## src/rtl/tx_pkg.sv

```systemverilog
// Shared constants and types for the serial-frame transmit arbiter.
//   DATA_W     : default payload width of the frame transmitter
//   DIVISOR    : default clocks per serial bit
//   FRAME_BITS : bits on the line per frame (start + payload + stop)
//   tx_state_e : arbiter FSM states
package tx_pkg;

  localparam int unsigned DATA_W     = 162;
  localparam int unsigned DIVISOR    = 10416;
  localparam int unsigned FRAME_BITS = DATA_W + 2;

  typedef enum logic [1:0] {
    IDLE,
    TRIG,
    WAIT
  } tx_state_e;

endpackage

```

## src/rtl/tx_rr_picker.sv

```systemverilog
// Combinational round-robin picker.
//   eligible_in : one bit per requester, 1 = may be granted
//   ptr_in      : highest-priority index for this pick
//   valid_out   : at least one requester is eligible
//   win_out     : first eligible index at or after ptr_in, wrapping
module tx_rr_picker #(
  parameter int unsigned NUM_REQ = 2,
  parameter int unsigned IDX_W   = 1
) (
  input  logic [NUM_REQ-1:0] eligible_in,
  input  logic [IDX_W-1:0]   ptr_in,
  output logic               valid_out,
  output logic [IDX_W-1:0]   win_out
);

  import tx_pkg::*;

  // Rotate so bit 0 is the requester at the pointer; offset k maps to (ptr + k) mod NUM_REQ.
  logic [NUM_REQ-1:0] rotated;
  assign rotated = NUM_REQ'({eligible_in, eligible_in} >> ptr_in);

  always_comb begin
    valid_out = |eligible_in;
    win_out   = '0;
    // Scan from the farthest offset down so the nearest eligible one is written last.
    for (int off = int'(NUM_REQ) - 1; off >= 0; off--) begin
      if (((rotated >> off) & NUM_REQ'(1)) != '0) begin
        win_out = IDX_W'((int'(ptr_in) + off) % int'(NUM_REQ));
      end
    end
  end

endmodule

```

## src/rtl/tx_arbiter.sv

```systemverilog
// Round-robin arbiter sharing one serial frame transmitter among NUM_REQ requesters.
// The transmitter has no busy flag, so the frame is timed locally after the trigger.
//   clk_in       : system clock
//   rst_in       : synchronous active-high reset
//   req_in       : level request per requester
//   mask_in      : 1 = requester enabled
//   data_in      : payloads, requester i owns [i*DATA_W +: DATA_W]
//   ack_out      : one-cycle pulse, payload of requester i captured
//   trigger_out  : one-cycle start pulse to the transmitter
//   val_out      : captured payload, held for the whole frame
//   busy_out     : high from capture until the frame window ends
//   grant_id_out : index of the current or last granted requester
//   done_out     : one-cycle pulse when the frame window ends
module tx_arbiter #(
  parameter int unsigned NUM_REQ      = 2,
  parameter int unsigned DATA_W       = tx_pkg::DATA_W,
  parameter int unsigned DIVISOR      = tx_pkg::DIVISOR,
  parameter int unsigned FRAME_CYCLES = DIVISOR * (DATA_W + 3),
  parameter int unsigned CNT_W        = $clog2(FRAME_CYCLES),
  parameter int unsigned IDX_W        = (NUM_REQ > 1) ? $clog2(NUM_REQ) : 1
) (
  input  logic                        clk_in,
  input  logic                        rst_in,
  input  logic [NUM_REQ-1:0]          req_in,
  input  logic [NUM_REQ-1:0]          mask_in,
  input  logic [NUM_REQ*DATA_W-1:0]   data_in,
  output logic [NUM_REQ-1:0]          ack_out,
  output logic                        trigger_out,
  output logic [DATA_W-1:0]           val_out,
  output logic                        busy_out,
  output logic [IDX_W-1:0]            grant_id_out,
  output logic                        done_out
);

  import tx_pkg::*;

  tx_state_e            state_q;
  logic [NUM_REQ-1:0]   ack_q;
  logic                 trig_q;
  logic [DATA_W-1:0]    val_q;
  logic                 busy_q;
  logic [IDX_W-1:0]     grant_q;
  logic                 done_q;
  logic [IDX_W-1:0]     ptr_q;
  logic [CNT_W-1:0]     timer_q;

  logic [NUM_REQ-1:0]   eligible;
  logic                 pick_valid;
  logic [IDX_W-1:0]     pick_idx;
  logic [DATA_W-1:0]    pick_data;
  logic [IDX_W-1:0]     ptr_next;

  assign eligible = req_in & mask_in;

  tx_rr_picker #(
    .NUM_REQ (NUM_REQ),
    .IDX_W   (IDX_W)
  ) u_picker (
    .eligible_in (eligible),
    .ptr_in      (ptr_q),
    .valid_out   (pick_valid),
    .win_out     (pick_idx)
  );

  // Constant-select payload mux keeps the index width clean.
  always_comb begin
    pick_data = '0;
    for (int i = 0; i < int'(NUM_REQ); i++) begin
      if (pick_idx == IDX_W'(i)) pick_data = data_in[i*DATA_W +: DATA_W];
    end
  end

  assign ptr_next = (pick_idx == IDX_W'(NUM_REQ - 1)) ? '0 : pick_idx + IDX_W'(1);

  always_ff @(posedge clk_in) begin
    if (rst_in) begin
      state_q <= IDLE;
      ack_q   <= '0;
      trig_q  <= 1'b0;
      val_q   <= '0;
      busy_q  <= 1'b0;
      grant_q <= '0;
      done_q  <= 1'b0;
      ptr_q   <= '0;
      timer_q <= '0;
    end else begin
      // Pulses default low every cycle so they can never be held.
      ack_q  <= '0;
      trig_q <= 1'b0;
      done_q <= 1'b0;
      unique case (state_q)
        IDLE: begin
          if (pick_valid) begin
            val_q          <= pick_data;
            ack_q          <= NUM_REQ'(1) << pick_idx;
            grant_q        <= pick_idx;
            busy_q         <= 1'b1;
            ptr_q          <= ptr_next;
            state_q        <= TRIG;
          end
        end
        TRIG: begin
          trig_q  <= 1'b1;
          timer_q <= CNT_W'(FRAME_CYCLES - 1);
          state_q <= WAIT;
        end
        WAIT: begin
          if (timer_q == '0) begin
            done_q  <= 1'b1;
            busy_q  <= 1'b0;
            state_q <= IDLE;
          end else begin
            timer_q <= timer_q - CNT_W'(1);
          end
        end
        default: state_q <= IDLE;
      endcase
    end
  end

  assign ack_out      = ack_q;
  assign trigger_out  = trig_q;
  assign val_out      = val_q;
  assign busy_out     = busy_q;
  assign grant_id_out = grant_q;
  assign done_out     = done_q;

endmodule

```

## config.mk

```make
export PLATFORM = sky130hd
export DESIGN_NAME = tx_arbiter
export DESIGN_NICKNAME = d
export VERILOG_FILES = /design/src/rtl/tx_pkg.sv /design/src/rtl/tx_rr_picker.sv /design/src/rtl/tx_arbiter.sv
export SDC_FILE = /design/constraint.sdc
export NUM_CORES = 1
export LEC_CHECK = 0
export ABC_AREA = 1
export CORE_AREA = 2 2 194 196
export DETAILED_ROUTE_END_ITERATION = 8
export DIE_AREA = 0 0 196 198
export GPL_TIMING_DRIVEN = 1
export PLACE_DENSITY = 0.58
export SETUP_SLACK_MARGIN = 0.15
export SYNTH_ARGS = -nofsm -noshare
export SYNTH_HDL_FRONTEND = slang
export SYNTH_SLANG_ARGS = --single-unit
```

## constraint.sdc

```tcl
create_clock -name clk_in -period 2.51 [get_ports clk_in]
set_input_delay 0.502 -clock clk_in [delete_from_list [all_inputs] [get_ports clk_in]]
set_output_delay 0.502 -clock clk_in [all_outputs]
set_load 0.05 [all_outputs]
```

======== Word level (Yosys, flattened, before mapping) ========
Cells that the tools add are included.
storage, ports and cells
  bits in registers ....................... 192
  logic and storage cells ................. 48
  input port bits ......................... 330
  output and inout port bits .............. 168
operators by class
  $add $sub $neg .......................... 3
  bitwise operators ....................... 4
  mux-type cells .......................... 14
  shift-type cells ........................ 2
  reduce and logical (&&, ||, !) cells .... 11
  equal/unequal tests ..................... 5
operators with widths
  operator               count
  $mux 162               1
  $pmux 21 s2            1
  $logic_not 21->1       1
  $mux 21                1
  $sub 21x1->21 const B  1
  $mux 1                 7
  $ne 2x2->1 const B     3
  $pmux 2 s3             1
  $reduce_and 2->1       3
  $mux 2                 2
  $reduce_bool 2->1      2
  $reduce_or 2->1        2
  $shr 4x1->2            1
  $not 1->1              3
  $reduce_and 3->1       1
  $reduce_or 3->1        1
  $add 1x1->1 const B    2
  $and 2x2->2            1
  $eq 2x1->1 const B     1
  $eq 2x2->1 const B     1
  $logic_not 2->1        1
  $pmux 1 s2             1
  $shl 1x1->2 const A    1

======== Longest topological paths before layout ========
Gate-level depths: netlist of run 1.
  depth in word-level cells ............... 6
  depth in mapped cells ................... 11
  depth with buffers taken out ............ 11

======== Hierarchy ========
From an unflattened synthesis of run 1, not the netlist that was laid out.
unflattened totals
  cell total of the unflattened synthesis .. 1,149
  area total of the unflattened synthesis .. 8,117.8 um2
by module, submodules not included
  module        cells each  seq. area each (um2)  area an instance (um2)  instances
  tx_arbiter    1,145       3,843.7               8,099.0                 1
  tx_rr_picker  4           0.0                   18.8                    1

======== Worst setup path after synthesis of run 1 ========
No wires, ideal clock.
  path kind ............................... input -> register
  from .................................... input port rst_in
  to ...................................... register timer_q[13]
  library setup time ...................... 132 ps
  cell stages on the path ................. 5
  data required time ...................... 2,378 ps
  buffers on the path ..................... 4
  arrival time ............................ 1,442 ps
  slack ................................... 936 ps
  cells stage by stage .................... clkbuf_1 buf_2 buf_2 clkbuf_1 a21oi_1
RTL lines
  element               RTL line           RTL
  start, declared       tx_arbiter.sv:23   input logic rst_in,
  end signal, assigned  tx_arbiter.sv:104  timer_q <= CNT_W'(FRAME_CYCLES - 1);
  end signal, assigned  tx_arbiter.sv:113  timer_q <= timer_q - CNT_W'(1);
  end, declared         tx_arbiter.sv:45   logic [CNT_W-1:0] timer_q;
No word-level cell between the ends.

======== Worst setup path in the final report of run 1 ========
  from .................................... register val_q[69], in the netlist val_out[69]
  to ...................................... output port val_out[69]
RTL lines
  element                 RTL line          RTL
  start, declared         tx_arbiter.sv:40  logic [DATA_W-1:0] val_q;
  start signal, assigned  tx_arbiter.sv:94  val_q <= pick_data;
  end, declared           tx_arbiter.sv:29  output logic [DATA_W-1:0] val_out,
No word-level cell between the ends.

==> metrics.csv, run 1 <==
stage;metric;value;unit
final_layout;nets;1885;
clock_tree;root buf cell;clkbuf_16;
synthesis;FFs w/ async S/R, synth;0;%
floorplanning;row count;71;
synthesis;Synth Register Bits;192;
timing;Worst-Margin Slew;0.646;ns
synthesis;synthesized instance count;1081;
synthesis;Yosys top cell by area;dfxtp_1;
worst_setup_path;WS Path Type;flop to output pin;
placed_design;DP HPWL;25.2;mm
timing;Highest Clock Rate;0.456;GHz
clock_tree;CTS tree;built;
global_route;vias in the first global route;9060;
synthesis;Adder-Cell Fraction of Synth Area;0.312;%
worst_setup_path;crit path max fanout;2;
clock_tree;Sink Count;192;
placed_design;pre-CTS WS;0.176;ns
worst_setup_path;Crit path arrival time;1.69;ns
worst_setup_path;Crit-path slowest cell;clkdlybuf4s50_1;
timing;fin crit period;2.19;ns
synthesis;Yosys top cell area share;47.9;%
final_layout;share of layout cells above drive strength 1;5.36;%
synthesis;synth top area cells;dfxtp_1 (48%), nand2_1 (20%), a31oi_1 (7.9%), a22oi_1 (5.3%), nand3_1 (2.6%);
synthesis;Post-synth EDFFs;0;
synthesis;Post-Syn Area;8020;um^2
synthesis;sequential-to-total area share from yosys stat;47.9;%
global_route;GRT overflow;0;
global_route;first-pass GRT wire length;51.3;mm
placed_design;dpl cells;2008;
routing;DRC violations left;0;
final_layout;most frequent cells in the layout;clkdlybuf4s50_1 (496), nand2_1 (427), dfxtp_1 (192);
pwr;peak supply drop;0.469;mV
status;status;completed;
routing;aggregate routed wire length;34.1;mm
final_layout;most common cell after layout, fill and taps aside;clkdlybuf4s50_1;
floorplanning;Die Wd;196;um
worst_setup_path;CP Data Required Time;2.01;ns
synthesis;Synth Area in Simple Gates;26.8;%
routing;initial DRC count;485;
synthesis;Post-synth top flop;dfxtp_1;
timing;Slew HR;56.8;%
final_layout;fillcell total;3840;
final_layout;final non-filler cell total;2041;
routing;Routed Antenna Nets;0;
worst_setup_path;Worst setup EP type;output pin;
clock_tree;post-cts repair resize count;0;
routing;Initial DRT Pass Iterations;5;
global_route;GRT Total Usage;17.0;%
synthesis;Mean Syn Cell Area;7.42;um^2
clock_tree;setup bufs post-CTS;0;
final_layout;FF/Latch Area;3840;um^2
pwr;P_sw;3250;uW
synthesis;count of different cell masters after synthesis;37;
routing;wire length per cell;16.7;um
clock_tree;Reg clk slew, reported paths;0.07;ns
global_route;pin count of the biggest net entering global routing;92;
timing;Hold Slack;0.472;ns
timing;Final TNS setup;0;ns
floorplanning;Starting Density;21.7;%
final_layout;Multi-input gate area;3710;um^2
clock_tree;CTS Buf Count;17;
synthesis;number of synthesis warnings;0;
worst_setup_path;Cell Chain, Critical Path;clkdlybuf4s50_1;
pwr;clock share of power;29.7;%
synthesis;xor/xnor share of the synthesized area;0.437;%
pwr;Pwr per Cell Area;648;nW/um^2
worst_setup_path;crit start category;flop;
placed_design;Port Buffers;497;
hold_path;Hold Crit Class;flop to flop;
worst_setup_path;Worst Path Buf+Inv;1;
global_route;initial antenna violation count;0;
synthesis;main combinational cell family by area after synthesis;simple AND/OR/NAND/NOR gates;
pwr;Internal;5960;uW
timing;RSZ-0062 raised after global routing;false;
clock_tree;hold_buf cts;0;
timing;final setup vio count;0;
routing;DR vias/cell;4.45;
synthesis;mux cell area share after synthesis;0;%
timing;final worst-path cycle share;87.4;%
clock_tree;Clock Latency Late Sink;0.44;ns
synthesis;Mapped Nets;1413;
routing;via count;9076;
worst_setup_path;CP max stage delay;0.91;ns
timing;setup ws final;0.316;ns
pwr;Power, Total;9220;uW
pwr;sequential power share;37.8;%
timing;final hold viol count;0;
final_layout;Area Overhead vs Synth;77.4;%
floorplanning;Die Y;198;um
pwr;combinational fraction of design power;32.5;%
timing;Worst Skew;0.00933;ns
pwr;leakage power;0.00509;uW
floorplanning;core footprint;37000;um^2
worst_setup_path;CP delay by family, top;buffers and inverters;
timing;Max Slew Vio Count;0;
placed_design;GP Congestion;0.853;
pwr;Sw Ratio;35.3;%
floorplanning;Die ar.;38800;um^2
synthesis;compound-gate portion of the synthesized area;18.7;%
flow_run;max-cap viol count;0;
floorplanning;I/O Pins;498;
clock_tree;H-tree Lvls;4;
clock_tree;Max Buffers Root-to-Sink;2;
[routing by layer]
layer	track usage, %	part of all wire (%)
met1	20.4	42
met2	29.0	49
met3	4.89	6.5
met4	5.86	2.3
met5	0	0
[kinds of logic after synthesis]
group	Yosys count
adder cells (fa/ha/maj)	2
buffers and inverters	109
XOR/XNOR	4
flip-flops	192
AO/OA/AOI/OAI	241
AND/OR/NAND/NOR	533
[metrics by stage]
| stage | area [um^2] | utilization [%] |
|---|---|---|
| floorplan | 8020 | - |
| global placement | 13700 | 37.0 |
| detailed placement | 13700 | 37.0 |
| CTS | 14200 | 38.5 |
| global route | 14200 | 38.5 |
| finish | 14200 | 38.5 |
[registers in the layout, indices dropped and copies added (netlist names)]
name,flops
grant_id_out,1
state_q,2
ptr_q,1
ack_out,2
val_out,162
busy_out,1
trigger_out,1
done_out,1
timer_q,21
[worst min-delay path, cell delays in order, from the launching register on]
cell,delay (ns)
dfxtp_1,0.31
nand3_1,0.07
nand2_1,0.05
[cell usage after synthesis (11+ instances only)]
| cell | n |
|---|---|
| nand2_1 | 427 |
| dfxtp_1 | 192 |
| a31oi_1 | 101 |
| a22oi_1 | 57 |
| nor2_1 | 44 |
| nand3_1 | 41 |
| a21oi_1 | 38 |
| o21ai_0 | 36 |
| clkbuf_1 | 35 |
| inv_1 | 28 |
| buf_2 | 24 |
| buf_1 | 11 |
[worst paths after layout]
path | from | end | slack, ns | depth (start not counted)
worst max register to register | timer_q[8] | timer_q[1] | 0.73 | 10
worst min-delay path | grant_id_out | grant_id_out | 0.47 | 2
worst min register to register | grant_id_out | grant_id_out | 0.47 | 2
worst max-delay path | val_out[69] | val_out[69] | 0.32 | 1
[cell type report]
cell class	instances	share of cell area (%)
Antenna cell	1	0.0176
Clock buffer	19	3.11
Clock inverter	13	0.897
Inverter	33	0.870
Multi-Input combinational cell	780	26.1
Sequential cell	192	27.0
Tap cell	474	4.17
Timing Repair Buffer	529	37.9
[power groups by stage]
stage	logic (uW)	registers, uW	clock network [uW]
floorplan	902	4310	0
global placement	3000	3540	0
detailed placement	3010	3550	0
CTS	3020	3480	2850
global route	3210	3520	2960
finish	3000	3480	2740
No activity file was read; power rests on OpenSTA's default activity.
==> inputs of run 2 (changes only) <==
--- a/config.mk
+++ b/config.mk
@@ -6,11 +6,13 @@
 export NUM_CORES = 1
 export LEC_CHECK = 0
 export ABC_AREA = 1
-export CORE_AREA = 2 2 194 196
+export CAP_MARGIN = 10
+export CORE_AREA = 2 2 192 194
 export DETAILED_ROUTE_END_ITERATION = 8
-export DIE_AREA = 0 0 196 198
+export DIE_AREA = 0 0 194 196
 export GPL_TIMING_DRIVEN = 1
-export PLACE_DENSITY = 0.58
+export PLACE_DENSITY = 0.61
+export RECOVER_POWER = 50
 export SETUP_SLACK_MARGIN = 0.15
 export SYNTH_ARGS = -nofsm -noshare
 export SYNTH_HDL_FRONTEND = slang
==> constraint.sdc (replaced) <==
create_clock -name clk_in -period 1.89 [get_ports clk_in]
set_input_delay 0.378 -clock clk_in [delete_from_list [all_inputs] [get_ports clk_in]]
set_output_delay 0.378 -clock clk_in [all_outputs]
set_load 0.05 [all_outputs]
==> metrics.csv, run 2 (same netlist as run 1, synthesis figures left out) <==
stage;metric;value;unit;change
clock_tree;CTS tree;built;;
timing;Hold Slack;0.271;ns;-0.200 ns
routing;Initial DRT Pass Iterations;5;;unchanged
hold_path;Hold Crit Class;input port to flop;;
timing;RSZ-0062 raised after global routing;false;;
global_route;first-pass GRT wire length;52.2;mm;+1.8%
floorplanning;Die Wd;194;um;-1.0%
timing;final setup vio count;0;;unchanged
routing;DRC violations left;0;;unchanged
routing;via count;9371;;+3.3%
hold_path;Worst Hold Depth;2;;unchanged
global_route;GRT Total Usage;17.7;%;+0.68 points
placed_design;DP HPWL;27.4;mm;+8.5%
clock_tree;CTS Buf Count;17;;unchanged
floorplanning;Die Y;196;um;-1.0%
pwr;peak supply drop;0.620;mV;+32%
placed_design;Port Buffers;497;;unchanged
floorplanning;Die ar.;38000;um^2;-2.0%
placed_design;pre-CTS WS;-0.203;ns;-0.380 ns
clock_tree;H-tree Lvls;4;;unchanged
final_layout;max FFs per register;162;;unchanged
routing;DR vias/cell;4.53;;+1.9%
worst_setup_path;crit start category;input port;;
worst_setup_path;R2R depth;11;;+1
clock_tree;Reg clk slew, reported paths;0.08;ns;about the same
timing;Final TNS setup;0;ns;unchanged
placed_design;dpl cells;2035;;+1.3%
routing;wire length per cell;17.1;um;+2.3%
placed_design;GP Congestion;0.893;;+4.7%
final_layout;most frequent cells in the layout;nand2_1 (427), clkdlybuf4s50_1 (328), dfxtp_1 (192);;
timing;final hold viol count;0;;unchanged
final_layout;nets;1920;;+1.9%
final_layout;most common cell after layout, fill and taps aside;nand2_1;;
routing;aggregate routed wire length;35.4;mm;+3.7%
hold_path;worst hold endpoint;timer_q[12];;
final_layout;final non-filler cell total;2069;;+1.4%
timing;Slew HR;54.1;%;-2.6 points
timing;final worst-path cycle share;91.4;%;
floorplanning;row count;70;;-1.4%
floorplanning;I/O Pins;498;;unchanged
clock_tree;Sink Count;192;;unchanged
floorplanning;Starting Density;22.2;%;+0.52 points
status;status;completed;;
worst_setup_path;Worst setup EP type;flop;;
routing;Routed Antenna Nets;0;;unchanged
worst_setup_path;CP Data Required Time;2.25;ns;+0.24 ns
global_route;GRT overflow;0;;unchanged
hold_path;hold path startpoint;rst_in;;
routing;initial DRC count;425;;-12%
pwr;leakage power;0.00518;uW;+1.9%
timing;fin crit period;1.73;ns;
final_layout;share of layout cells above drive strength 1;9.12;%;+3.8 points
global_route;vias in the first global route;8922;;-1.5%
final_layout;area of all placed cells without fillers;13700;um^2;-3.6%
clock_tree;Max Buffers Root-to-Sink;2;;unchanged
worst_setup_path;reg2reg start;timer_q[5];;
final_layout;Area Overhead vs Synth;71.0;%;
worst_setup_path;Crit path arrival time;2.09;ns;+0.40 ns
timing;Worst Skew;0.0120;ns;+0.00266 ns
worst_setup_path;crit path max fanout;33;;+31
worst_setup_path;Critical R2R Capture;timer_q[15];;
timing;Highest Clock Rate;0.579;GHz;
timing;setup ws final;0.162;ns;-0.154 ns
floorplanning;core footprint;36100;um^2;-2.4%
placed_design;area post-placement;13600;um^2;-0.64%
worst_setup_path;WS Path Type;input port to flop;;
final_layout;ANT cells;0;;-1
global_route;initial antenna violation count;1;;+1
timing;Worst-Margin Slew;0.691;ns;+0.0444 ns
flow_run;max-cap viol count;0;;unchanged
clock_tree;Clock Latency Late Sink;0.44;ns;about the same
worst_setup_path;setup slack, reg-to-reg;0.19;ns;-0.54 ns
global_route;pin count of the biggest net entering global routing;102;;+11%
timing;Max Slew Vio Count;0;;unchanged
pwr;Pwr per Cell Area;897;nW/um^2;+39%
clock_tree;root buf cell;clkbuf_16;;
==> run 2: cell types whose count changed in the layout (fill, tap and decap cells not counted), moves of 2 or more <==
cell             previous run  this run
dlygate4sd2_1               0        19
clkinvlp_4                  4         1
buf_4                      18        49
clkbuf_1                    1        98
buf_12                     14        12
clkdlybuf4s50_1           496       328
clkdlybuf4s15_1             0        23
bufinv_16                   1         3
clkbuf_2                    0        34
==> run 2: how the worst max path moves through the flow <==
stage / start / end
6_report: req_in[0] / val_out[120]
5_1_grt: timer_q[5] / timer_q[14]
4_1_cts: val_out[102] / val_out[102]
3_5_place_dp: mask_in[0] / val_out[33]
3_3_place_gp: req_in[0] / val_out[33]
2_1_floorplan: rst_in / timer_q[13]
==> run 2: where the power goes <==
group | internal (uW) | switching, uW | total, uW | leakage, uW
combinational | 1410 | 2380 | 3790 | 0.00331
sequential | 4400 | 223 | 4630 | 0.00157
clock | 2150 | 1740 | 3890 | 0.000305
==> run 2: timing repair <==
item                                    4_1_cts  5_1_grt
resized for setup                            48       33
hold buffers                                  0        0
endpoints found under the setup margin       47       38
gates cloned                                  0        0
buffers inserted                              0        2
==> run 2: cell type report <==
cell class,instances,area [um^2]
well taps,468,586
repair buffers,564,4840
fillers,3886,22400
clock buffers,18,439
flip-flops and latches,192,3840
inverters,33,124
multi-input cells,780,3710
clock inverters,14,179
==> run 2: critical path, stage by stage <==
cell	delay [ns]
clkdlybuf4s50_1	0.42
nand2_1	0.07
nand2_1	0.09
nand3_4	0.12
clkbuf_1	0.29
buf_12	0.24
buf_4	0.20
nand2_1	0.06
a31oi_1	0.17
==> run 2: per-stage QoR <==
| step | power [uW] | utilization [%] |
|---|---|---|
| 2_1_floorplan | 6920 | - |
| 3_3_place_gp | 8730 | 37.6 |
| 3_5_place_dp | 8760 | 37.6 |
| 4_1_cts | 12600 | 39.2 |
| 5_1_grt | 12900 | 38.0 |
| 6_report | 12300 | 38.0 |
==> run 2: metal layers <==
| metal | global-route usage (%) | wire length [um] | vias to the layer above |
|---|---|---|---|
| met5 | 0 | 13 | - |
| met4 | 5.02 | 731 | 2 |
| met2 | 30.6 | 17600 | 346 |
| li1 | - | - | 4647 |
| met1 | 21.2 | 14700 | 4337 |
| met3 | 5.23 | 2290 | 39 |
